--- config.mk ---
export PLATFORM = sky130hd
export DESIGN_NAME = hpu_seq_ctrl
export DESIGN_NICKNAME = d
export VERILOG_FILES = /design/src/rtl/hpu_pkg.sv /design/src/rtl/hpu_seq_cnt.sv /design/src/rtl/hpu_seq_ctrl.sv
export SDC_FILE = /design/constraint.sdc
export NUM_CORES = 1
export LEC_CHECK = 0
export ABC_AREA = 1
export CAP_MARGIN = 10
export CORE_ASPECT_RATIO = 0.9
export CORE_UTILIZATION = 51
export DETAILED_ROUTE_END_ITERATION = 16
export MAX_ROUTING_LAYER = met4
export PLACE_DENSITY_LB_ADDON = 0.1
export SLEW_MARGIN = 30
export SYNTH_ARGS = -nofsm -noshare
export SYNTH_HDL_FRONTEND = slang
export SYNTH_HIERARCHICAL = 1
export SYNTH_SLANG_ARGS = --single-unit
--- constraint.sdc ---
create_clock -name AXIS_ACLK -period 3.98 [get_ports AXIS_ACLK]
set_input_delay 0.398 -clock AXIS_ACLK [delete_from_list [all_inputs] [get_ports AXIS_ACLK]]
set_output_delay 0.398 -clock AXIS_ACLK [all_outputs]
set_load 0.01 [all_outputs]
--- src/rtl/hpu_pkg.sv ---
// Shared definitions for the HPU sequencer: state encoding and default widths.
package hpu_pkg;

  localparam int unsigned ITEM_W_DEF = 16;
  localparam int unsigned ADDR_W_DEF = 20;
  localparam int unsigned CNT_W_DEF  = 32;
  localparam int unsigned TMO_DEF    = 32'd16777215;

  typedef enum logic [2:0] {
    ST_IDLE = 3'd0,
    ST_GEN  = 3'd1,
    ST_ARM  = 3'd2,
    ST_RUN  = 3'd3,
    ST_DONE = 3'd4
  } seq_state_e;

  // A job is in flight in GEN, ARM and RUN.
  function automatic logic is_busy(input seq_state_e st);
    return (st == ST_GEN) || (st == ST_ARM) || (st == ST_RUN);
  endfunction

endpackage

--- src/rtl/hpu_seq_cnt.sv ---
// Loadable saturating up-counter with an equality compare against a terminal value.
module hpu_seq_cnt #(
  parameter int unsigned W = 16
) (
  input  logic         clk_i,
  input  logic         rst_ni,
  input  logic         load_i,
  input  logic [W-1:0] load_val_i,
  input  logic         en_i,
  input  logic [W-1:0] term_i,
  output logic [W-1:0] cnt_o,
  output logic         hit_o
);

  logic [W-1:0] cnt_q;
  logic [W-1:0] cnt_d;

  // Load wins over count; counting stops at all-ones.
  always_comb begin
    cnt_d = cnt_q;
    if (load_i) begin
      cnt_d = load_val_i;
    end else if (en_i && (cnt_q != {W{1'b1}})) begin
      cnt_d = cnt_q + W'(1);
    end else begin
      cnt_d = cnt_q;
    end
  end

  // Counter register.
  always_ff @(posedge clk_i or negedge rst_ni) begin
    if (!rst_ni) begin
      cnt_q <= {W{1'b0}};
    end else begin
      cnt_q <= cnt_d;
    end
  end

  assign cnt_o = cnt_q;
  assign hit_o = (cnt_q == term_i);

endmodule

--- src/rtl/hpu_seq_ctrl.sv ---
// Start-driven job sequencer for the HPU compute path: GEN -> ARM -> RUN -> DONE,
// with abort, watchdog timeout and sticky status toward the register bank.
module hpu_seq_ctrl
  import hpu_pkg::*;
#(
  parameter int unsigned ITEM_W     = ITEM_W_DEF,
  parameter int unsigned ADDR_W     = ADDR_W_DEF,
  parameter int unsigned CNT_W      = CNT_W_DEF,
  parameter int unsigned TMO_CYCLES = TMO_DEF
) (
  input  logic              AXIS_ACLK,
  input  logic              AXIS_ARESETN,
  input  logic              cfg_start,
  input  logic              cfg_abort,
  input  logic              cfg_clear,
  input  logic              cfg_gen_en,
  input  logic              cfg_run_en,
  input  logic [ITEM_W-1:0] cfg_item_num,
  input  logic [ADDR_W-1:0] cfg_addr_i,
  input  logic [ADDR_W-1:0] cfg_addr_j,
  input  logic              m_tvalid,
  input  logic              m_tready,
  input  logic              m_tlast,
  output logic              gen,
  output logic              run,
  output logic [ITEM_W-1:0] item_a,
  output logic [ADDR_W-1:0] addr_i,
  output logic [ADDR_W-1:0] addr_j,
  output logic              busy,
  output logic              done,
  output logic              err_busy,
  output logic              err_tmo,
  output logic              aborted,
  output logic [CNT_W-1:0]  run_cycles,
  output logic [2:0]        state_o
);

  seq_state_e state_q, state_d;
  logic gen_q, gen_d, run_q, run_d, busy_q, busy_d;
  logic done_q, done_d, err_busy_q, err_busy_d, err_tmo_q, err_tmo_d, aborted_q, aborted_d;
  logic              run_en_q;
  logic [ITEM_W-1:0] item_num_q;
  logic [ADDR_W-1:0] addr_i_q, addr_j_q;

  logic              latch_s, item_load_s, item_en_s, item_hit_s, rc_load_s, rc_en_s, rc_hit_s;
  logic              abort_s, last_hs_s;
  logic [ITEM_W-1:0] item_cnt_s, item_last_s;
  logic [CNT_W-1:0]  rc_cnt_s;

  assign abort_s     = cfg_abort && is_busy(state_q);
  assign last_hs_s   = m_tvalid && m_tready && m_tlast;
  assign item_last_s = item_num_q - ITEM_W'(1);

  // item_a doubles as the GEN length counter; it is reloaded to 0 whenever gen falls.
  hpu_seq_cnt #(.W(ITEM_W)) u_item_cnt (
    .clk_i      (AXIS_ACLK),
    .rst_ni     (AXIS_ARESETN),
    .load_i     (item_load_s),
    .load_val_i ({ITEM_W{1'b0}}),
    .en_i       (item_en_s),
    .term_i     (item_last_s),
    .cnt_o      (item_cnt_s),
    .hit_o      (item_hit_s)
  );

  // One counter serves both run_cycles and the watchdog; hit marks the last allowed RUN cycle.
  hpu_seq_cnt #(.W(CNT_W)) u_run_cnt (
    .clk_i      (AXIS_ACLK),
    .rst_ni     (AXIS_ARESETN),
    .load_i     (rc_load_s),
    .load_val_i ({CNT_W{1'b0}}),
    .en_i       (rc_en_s),
    .term_i     (CNT_W'(TMO_CYCLES - 32'd1)),
    .cnt_o      (rc_cnt_s),
    .hit_o      (rc_hit_s)
  );

  // Next-state, output and sticky-flag logic; abort > start > clear.
  always_comb begin
    state_d     = state_q;
    gen_d       = 1'b0;
    run_d       = 1'b0;
    done_d      = done_q;
    err_busy_d  = err_busy_q;
    err_tmo_d   = err_tmo_q;
    aborted_d   = aborted_q;
    latch_s     = 1'b0;
    item_load_s = 1'b0;
    item_en_s   = 1'b0;
    rc_load_s   = 1'b0;
    rc_en_s     = 1'b0;

    if (is_busy(state_q) && !cfg_abort) begin
      if (cfg_start) begin
        err_busy_d = 1'b1;
      end else if (cfg_clear) begin
        done_d     = 1'b0;
        err_busy_d = 1'b0;
        err_tmo_d  = 1'b0;
        aborted_d  = 1'b0;
      end else begin
        err_busy_d = err_busy_q;
      end
    end else begin
      err_busy_d = err_busy_q;
    end

    case (state_q)
      ST_IDLE, ST_DONE: begin
        if (cfg_start) begin
          latch_s     = 1'b1;
          rc_load_s   = 1'b1;
          item_load_s = 1'b1;
          done_d      = 1'b0;
          err_busy_d  = 1'b0;
          err_tmo_d   = 1'b0;
          aborted_d   = 1'b0;
          if (cfg_gen_en && (cfg_item_num != {ITEM_W{1'b0}})) begin
            state_d = ST_GEN;
            gen_d   = 1'b1;
          end else if (cfg_run_en) begin
            state_d = ST_ARM;
          end else begin
            state_d = ST_DONE;
            done_d  = 1'b1;
          end
        end else if (cfg_clear) begin
          state_d    = ST_IDLE;
          done_d     = 1'b0;
          err_busy_d = 1'b0;
          err_tmo_d  = 1'b0;
          aborted_d  = 1'b0;
        end else begin
          state_d = state_q;
        end
      end
      ST_GEN: begin
        if (abort_s) begin
          state_d     = ST_IDLE;
          item_load_s = 1'b1;
          aborted_d   = 1'b1;
        end else if (item_hit_s) begin
          item_load_s = 1'b1;
          if (run_en_q) begin
            state_d = ST_ARM;
          end else begin
            state_d = ST_DONE;
            done_d  = 1'b1;
          end
        end else begin
          item_en_s = 1'b1;
          gen_d     = 1'b1;
        end
      end
      ST_ARM: begin
        if (abort_s) begin
          state_d   = ST_IDLE;
          aborted_d = 1'b1;
        end else begin
          state_d = ST_RUN;
          run_d   = 1'b1;
        end
      end
      ST_RUN: begin
        rc_en_s = 1'b1;
        if (abort_s) begin
          state_d   = ST_IDLE;
          aborted_d = 1'b1;
        end else if (last_hs_s) begin
          state_d = ST_DONE;
          done_d  = 1'b1;
        end else if (rc_hit_s) begin
          state_d   = ST_IDLE;
          err_tmo_d = 1'b1;
        end else begin
          run_d = 1'b1;
        end
      end
      default: begin
        state_d = ST_IDLE;
      end
    endcase

    busy_d = is_busy(state_d);
  end

  // State and status registers.
  always_ff @(posedge AXIS_ACLK or negedge AXIS_ARESETN) begin
    if (!AXIS_ARESETN) begin
      state_q    <= ST_IDLE;
      gen_q      <= 1'b0;
      run_q      <= 1'b0;
      busy_q     <= 1'b0;
      done_q     <= 1'b0;
      err_busy_q <= 1'b0;
      err_tmo_q  <= 1'b0;
      aborted_q  <= 1'b0;
    end else begin
      state_q    <= state_d;
      gen_q      <= gen_d;
      run_q      <= run_d;
      busy_q     <= busy_d;
      done_q     <= done_d;
      err_busy_q <= err_busy_d;
      err_tmo_q  <= err_tmo_d;
      aborted_q  <= aborted_d;
    end
  end

  // Job configuration, captured only when a start is accepted.
  always_ff @(posedge AXIS_ACLK or negedge AXIS_ARESETN) begin
    if (!AXIS_ARESETN) begin
      run_en_q   <= 1'b0;
      item_num_q <= {ITEM_W{1'b0}};
      addr_i_q   <= {ADDR_W{1'b0}};
      addr_j_q   <= {ADDR_W{1'b0}};
    end else if (latch_s) begin
      run_en_q   <= cfg_run_en;
      item_num_q <= cfg_item_num;
      addr_i_q   <= cfg_addr_i;
      addr_j_q   <= cfg_addr_j;
    end
  end

  assign gen        = gen_q;
  assign run        = run_q;
  assign item_a     = item_cnt_s;
  assign addr_i     = addr_i_q;
  assign addr_j     = addr_j_q;
  assign busy       = busy_q;
  assign done       = done_q;
  assign err_busy   = err_busy_q;
  assign err_tmo    = err_tmo_q;
  assign aborted    = aborted_q;
  assign run_cycles = rc_cnt_s;
  assign state_o    = state_q;

endmodule

* After elaboration in Yosys (flattened, before gate mapping) *
Index checks and enable logic that the tools add are counted.
W data, S select, Z words.

word-level totals
  register bits after elaboration = 115
  latch bits = 0
  RAM bits = 0
  bits in read-only memories = 0
  input bits = 66
  memories = 0

operators by class
  $add $sub $neg = 3
  multiply operators = 0
  divide/modulo/power cells = 0
  magnitude comparators = 0
  equal/unequal tests = 11
  shift operators = 0
  multiplexer cells = 68
  bitwise logic cells = 0
  reductions and logical operators = 18

operators by type and width
  kind                     number
  $mux W32                 2
  $mux W1                  46
  $add A32 B1 Y32 const B  1
  $eq A32 B24 Y1 const B   1
  $mux W16                 2
  $ne A32 B32 Y1 const B   1
  $mux W3                  10
  $add A16 B1 Y16 const B  1
  $eq A16 B16 Y1           1
  $ne A16 B16 Y1 const B   1
  $reduce_bool A16 Y1      1
  $sub A16 B1 Y16 const B  1
  $eq A3 B2 Y1 const B     4
  $pmux W3 S4              1
  $pmux W1 S2              5
  $logic_and A1 B1 Y1      7
  $eq A3 B1 Y1 const B     2
  $logic_or A1 B1 Y1       4
  $reduce_bool A2 Y1       2
  $eq A3 B3 Y1 const B     1
  $logic_not A3 Y1         1
  $pmux W1 S3              1
  $reduce_or A3 Y1         1
  $mux W2                  1
  other kinds (2)          2

* Depth between registers and ports, before layout *
  depth after elaboration = 9
  gate-level depth with buffers = 22
  mapped depth without buffers = 20

* By module *
Netlist, hierarchy kept.

by module, submodules not included
  module                    instances  cells an instance  area an instance (um2)
  hpu_seq_ctrl              1          377                3039.2
  hpu_seq_cnt (u_run_cnt)   1          475                2897.8
  hpu_seq_cnt (u_item_cnt)  1          210                1356.3

* Least setup slack after synthesis *
No wires, ideal clock.

  path type = flip-flop to flip-flop
  start point = register item_num_q[0]
  end point = register u_item_cnt.cnt_q[3] (netlist: u_item_cnt/cnt_o[3])
  data arrival time = 2.882 ns
  data required time = 3.856 ns
  path slack = 0.974 ns
  cell stages (with the launch flop) = 22
  path buffers = 2
  path through = dfrtp_1 > inv_1 > ha_1 > nand3_1 > nor3_2 > nand3_1 > xor2_1 > xnor2_1 > nand4_1 > or2_2 > nor2_1 > inv_1 > nand2_1 > nand3_1 > nand2_1 > clkbuf_1 > inv_1 > clkbuf_1 > o21ai_0 > a21oi_1 > nand2_1 > nand3_1

between the ends
  elaborated cells on any way between the ends = 11
  classes of those cells = add/sub: 1; eq/ne: 1; mux: 7; reduce/logical: 2

RTL lines
  element                                                RTL line             text
  start, declared                                        hpu_seq_ctrl.sv:42   logic [ITEM_W-1:0] item_num_q;
  start signal, assigned                                 hpu_seq_ctrl.sv:214  item_num_q <= {ITEM_W{1'b0}};
  start signal, assigned                                 hpu_seq_ctrl.sv:219  item_num_q <= cfg_item_num;
  $sub A16 B1 Y16 (*)                                    hpu_seq_ctrl.sv:52   assign item_last_s = item_num_q - ITEM_W'(1);
  via item_last_s[0]                                     hpu_seq_ctrl.sv:47   logic [ITEM_W-1:0] item_cnt_s, item_last_s;
  $eq A16 B16 Y1 (*)                                     hpu_seq_cnt.sv:40    assign hit_o = (cnt_q == term_i);
  via item_hit_s                                         hpu_seq_ctrl.sv:45   logic latch_s, item_load_s, item_en_s, item_hit_s, rc_load_s, rc_en_s, rc_hit_s;
  $mux W1 (*)                                            hpu_seq_ctrl.sv:142  end else if (item_hit_s) begin
  $mux W1 (*)                                            hpu_seq_ctrl.sv:138  if (abort_s) begin
  $pmux W1 S2 (*)                                        hpu_seq_ctrl.sv:108  case (state_q)
  via item_load_s                                        hpu_seq_ctrl.sv:45
  $mux W16 / $reduce_bool A2 Y1 (equally long branches)  -
  end signal, assigned                                   hpu_seq_cnt.sv:33    cnt_q <= {W{1'b0}};
  end signal, assigned                                   hpu_seq_cnt.sv:35    cnt_q <= cnt_d;
  end, declared                                          hpu_seq_cnt.sv:15    logic [W-1:0] cnt_q;

The timed path passes the listed nets; every way through them passes the cells marked *.
A chain may end at the register's enable or synchronous reset.

* Worst setup path in the final report *
  start point = register item_num_q[0]
  end point = register u_item_cnt.cnt_q[2] (netlist: u_item_cnt/cnt_o[2])

The elaborated chain is that of the path after synthesis.

==> summary.md <==
| Metric | Value |
|---|---|
| Outcome | finished clean |
| Longest Clk Path Bufs | 2 |
| Final GP Congestion | 0.903 |
| IO Count | 164 |
| Height of the die | 115 um |
| Final instance area | 0.00988 mm^2 |
| Setup crit start kind | flip-flop |
| Post-Route WL | 19,800 um |
| Final core occ | 0.705 |
| Clock network power share | 0.205 |
| Row count | 41 |
| Core box area | 0.0140 mm^2 |
| Initial antenna violation count | 0 |
| Drt initial violations | 590 |
| #FFs+latches synth | 115 |
| GRT overflow | 0 |
| CTS Buf Count | 17 |
| Fill cells | 1,222 |
| Cell area power density | 739 mW/mm^2 |
| CTS tree | built |
| CTS clk-pin slew, worst paths | 0.06 ns |
| Global-route wire length before repair | 32,500 um |
| Sw power | 3050 uW |
| Slew Viols, Final | 0 |
| Port buffer count | 163 |
| Switch share | 0.417 |
| Drt drc | 0 |
| Via density per instance | 4.93 |
| Avg Cell Area, Syn | 6.87 um^2 |
| R2r worst-path depth | 19 |
| GR Util All Layers | 0.289 |
| Final setup vio count | 0 |
| DR pass1 iterations | 7 |
| Clk sinks | 115 |
| Post-CTS Setup Bufs | 0 |
| Worst EP arrival | 3.68 ns |
| Die Width | 128 um |
| Via count of the first global-routing pass | 6,626 |
| Area growth, synth to finish | 35.4% |
| Post-DP HPWL | 14,100 um |
| Yosys warns | 6 |
| Clk_lat worst skew | 0.43 ns |
| Largest net degree at the start of global routing | 60 |
| RR Startpoint | item_num_q[0] |
| ANT cells | 0 |
| Worst EP required | 4.28 ns |
| Hold_buf cts | 0 |
| Synth Cell Area | 0.00729 mm^2 |
| Per-cell routed wire length | 13.2 um |
| Sequential share of the synthesized area | 0.395 |
| Vias | 7,390 |
| R2R setup slack | 0.61 ns |
| Placed cell area | 0.00930 mm^2 |
| Initial core utilization | 0.521 |
| Worst Clk Skew | 0.00482 ns |
| Cells after synthesis | 1,062 |
| Fin crit period | 3.37 ns |
| Logic pwr share | 0.462 |
| Final worst path period share | 0.848 |
| Clock tree root buffer cell | clkbuf_16 |
| Critical Path Fanout Max | 14 |
| CTS H-tree depth | 4 |
| Post-cts resize count | 0 |
| Die Area | 0.0148 mm^2 |
| Unrepaired setup endpoints after global routing | false |
| Final setup margin | 0.607 ns |
| Max_slew headroom | 0.483 |
| Place WS | 0.612 ns |
| Final Power | 7300 uW |
| Setup TNS | 0 ns |
| Synth cell types | 38 |
| Leak pwr | 0.00465 uW |
| Fin. Hold Viols | 0 |
| Max cap viols | 0 |
| Reg power frac | 0.333 |
| Max Clock Freq | 296 MHz |
| P_int | 4250 uW |
| Worst-Margin Slew | 0.775 ns |
| Reg2reg end | u_item_cnt/cnt_o[2] |
| Nets | 1,363 |
| Post-DRT Antenna Nets | 0 |
| Setup CP Type | reg2reg |
| Layout cell share with drive strength beyond 1 | 0.0567 |
| Crit. End Element | flip-flop |
| Hold Crit Class | in2async |
| Worst vdd ir | 0.000425 V |
==> cell usage in the layout, fill, tap and decap left out, drive strengths merged <==
master           n
o21bai           6
nor2           119
and2             1
clkbuf          19
nand3b          11
or2              4
nand2          467
dfrtp          115
nor3             8
o211ai           1
nand3           92
clkdlybuf4s50  162
inv             72
nor4             1
clkinvlp         3
ha               3
a21oi            8
buf              8
o21ai           31
nand4           22
o31ai            2
bufinv           1
o21a             1
clkinv           5
conb            80
a31oi            4
xnor2           48
xor2            12
==> layout make-up <==
type	instances	area, um^2	share of cell area
Clock inverter	12	123	0.0124
Multi-Input combinational cell	921	4240	0.429
Sequential cell	115	2880	0.291
Tap cell	193	241	0.0244
Timing Repair Buffer	170	1680	0.170
Clock buffer	19	453	0.0459
Inverter	69	264	0.0267
==> layer usage <==
metal  GRT usage  share of wire  wire length (um)
met2       0.425           0.44              8680
met3      0.0771          0.076              1520
met1       0.392           0.47              9310
met4      0.0816          0.017               345
met5           -              0                 0
==> metrics by stage <==
step                      std cells  hold slack, ns
after global placement         1468           0.461
after floorplan                1140           0.102
after CTS                      1499          0.0760
after global routing           1499           0.113
after detailed placement       1468           0.464
final                          1499          0.0439
==> worst max path at each step <==
stage / endpoint / depth (start not counted) / slack (ns) / start
final: u_item_cnt/cnt_o[2] / 19 / 0.61 / item_num_q[0]
after global routing: u_item_cnt/cnt_o[2] / 19 / 0.19 / item_num_q[0]
after CTS: u_item_cnt/cnt_o[2] / 19 / 0.58 / item_num_q[0]
after detailed placement: u_item_cnt/cnt_o[2] / 19 / 0.61 / item_num_q[0]
after global placement: u_item_cnt/cnt_o[2] / 19 / 0.71 / item_num_q[0]
after floorplan: u_item_cnt/cnt_o[3] / 21 / 0.97 / item_num_q[0]
==> registers in the layout, summed over array words and instances (netlist names), 3 cells and up <==
signal	cells
addr_i	20
addr_j	20
item_num_q	16
state_o	3
u_item_cnt/cnt_o	16
u_run_cnt/cnt_o	32
==> power by group through the flow <==
stage | sequential [uW] | combinational, uW | clock (uW)
CTS | 2430 | 3380 | 1520
global placement | 2430 | 3300 | 0
detailed placement | 2430 | 3360 | 0
finish | 2430 | 3370 | 1500
floorplan | 2430 | 1910 | 0
global route | 2530 | 3760 | 1570
==> cells in the mapped netlist, drive strengths merged <==
library cell | n | area (um^2)
ha | 3 | 37.5
nor2 | 119 | 516
a21oi | 8 | 40.0
dfrtp | 115 | 2880
o21ai | 31 | 163
nor3 | 8 | 45.0
o21bai | 6 | 45.0
nand3 | 92 | 465
nand3b | 11 | 82.6
and2 | 1 | 6.26
o211ai | 1 | 7.51
clkinv | 2 | 12.5
o21a | 1 | 7.51
clkbuf | 13 | 48.8
xnor2 | 48 | 420
conb | 2 | 7.51
o31ai | 2 | 15.0
inv | 67 | 251
buf | 22 | 160
xor2 | 12 | 105
a31oi | 4 | 25.0
nor4 | 1 | 6.26
nand4 | 22 | 138
nand2 | 467 | 1790
or2 | 4 | 25.0
==> worst max-delay path: stages (launching register included) <==
cell and delay [ns]:
dfrtp_1 0.37, inv_1 0.13, ha_1 0.22, nand3_1 0.16, nor3_2 0.20, nand3_1 0.11
xor2_1 0.17, xnor2_1 0.14, nand4_1 0.11, or2_2 0.30, nor2_1 0.10, inv_1 0.09
nand2_1 0.07, nand3_1 0.07, nand2_1 0.33, inv_1 0.29, nand2_1 0.14, nor2_1 0.04
a21oi_1 0.10, o21ai_0 0.09
==> logic make-up after synthesis <==
group | Yosys count | share of synthesized area
DFF | 115 | 0.395
xor gates and xnor gates | 60 | 0.0721
buffers and inverters | 104 | 0.0648
other | 2 | 0.00103
and+or+nand+nor | 725 | 0.421
AOI/OAI and AO/OA | 53 | 0.0415
adders and majority gates | 3 | 0.00515
Power figures use the tool's default switching activity.
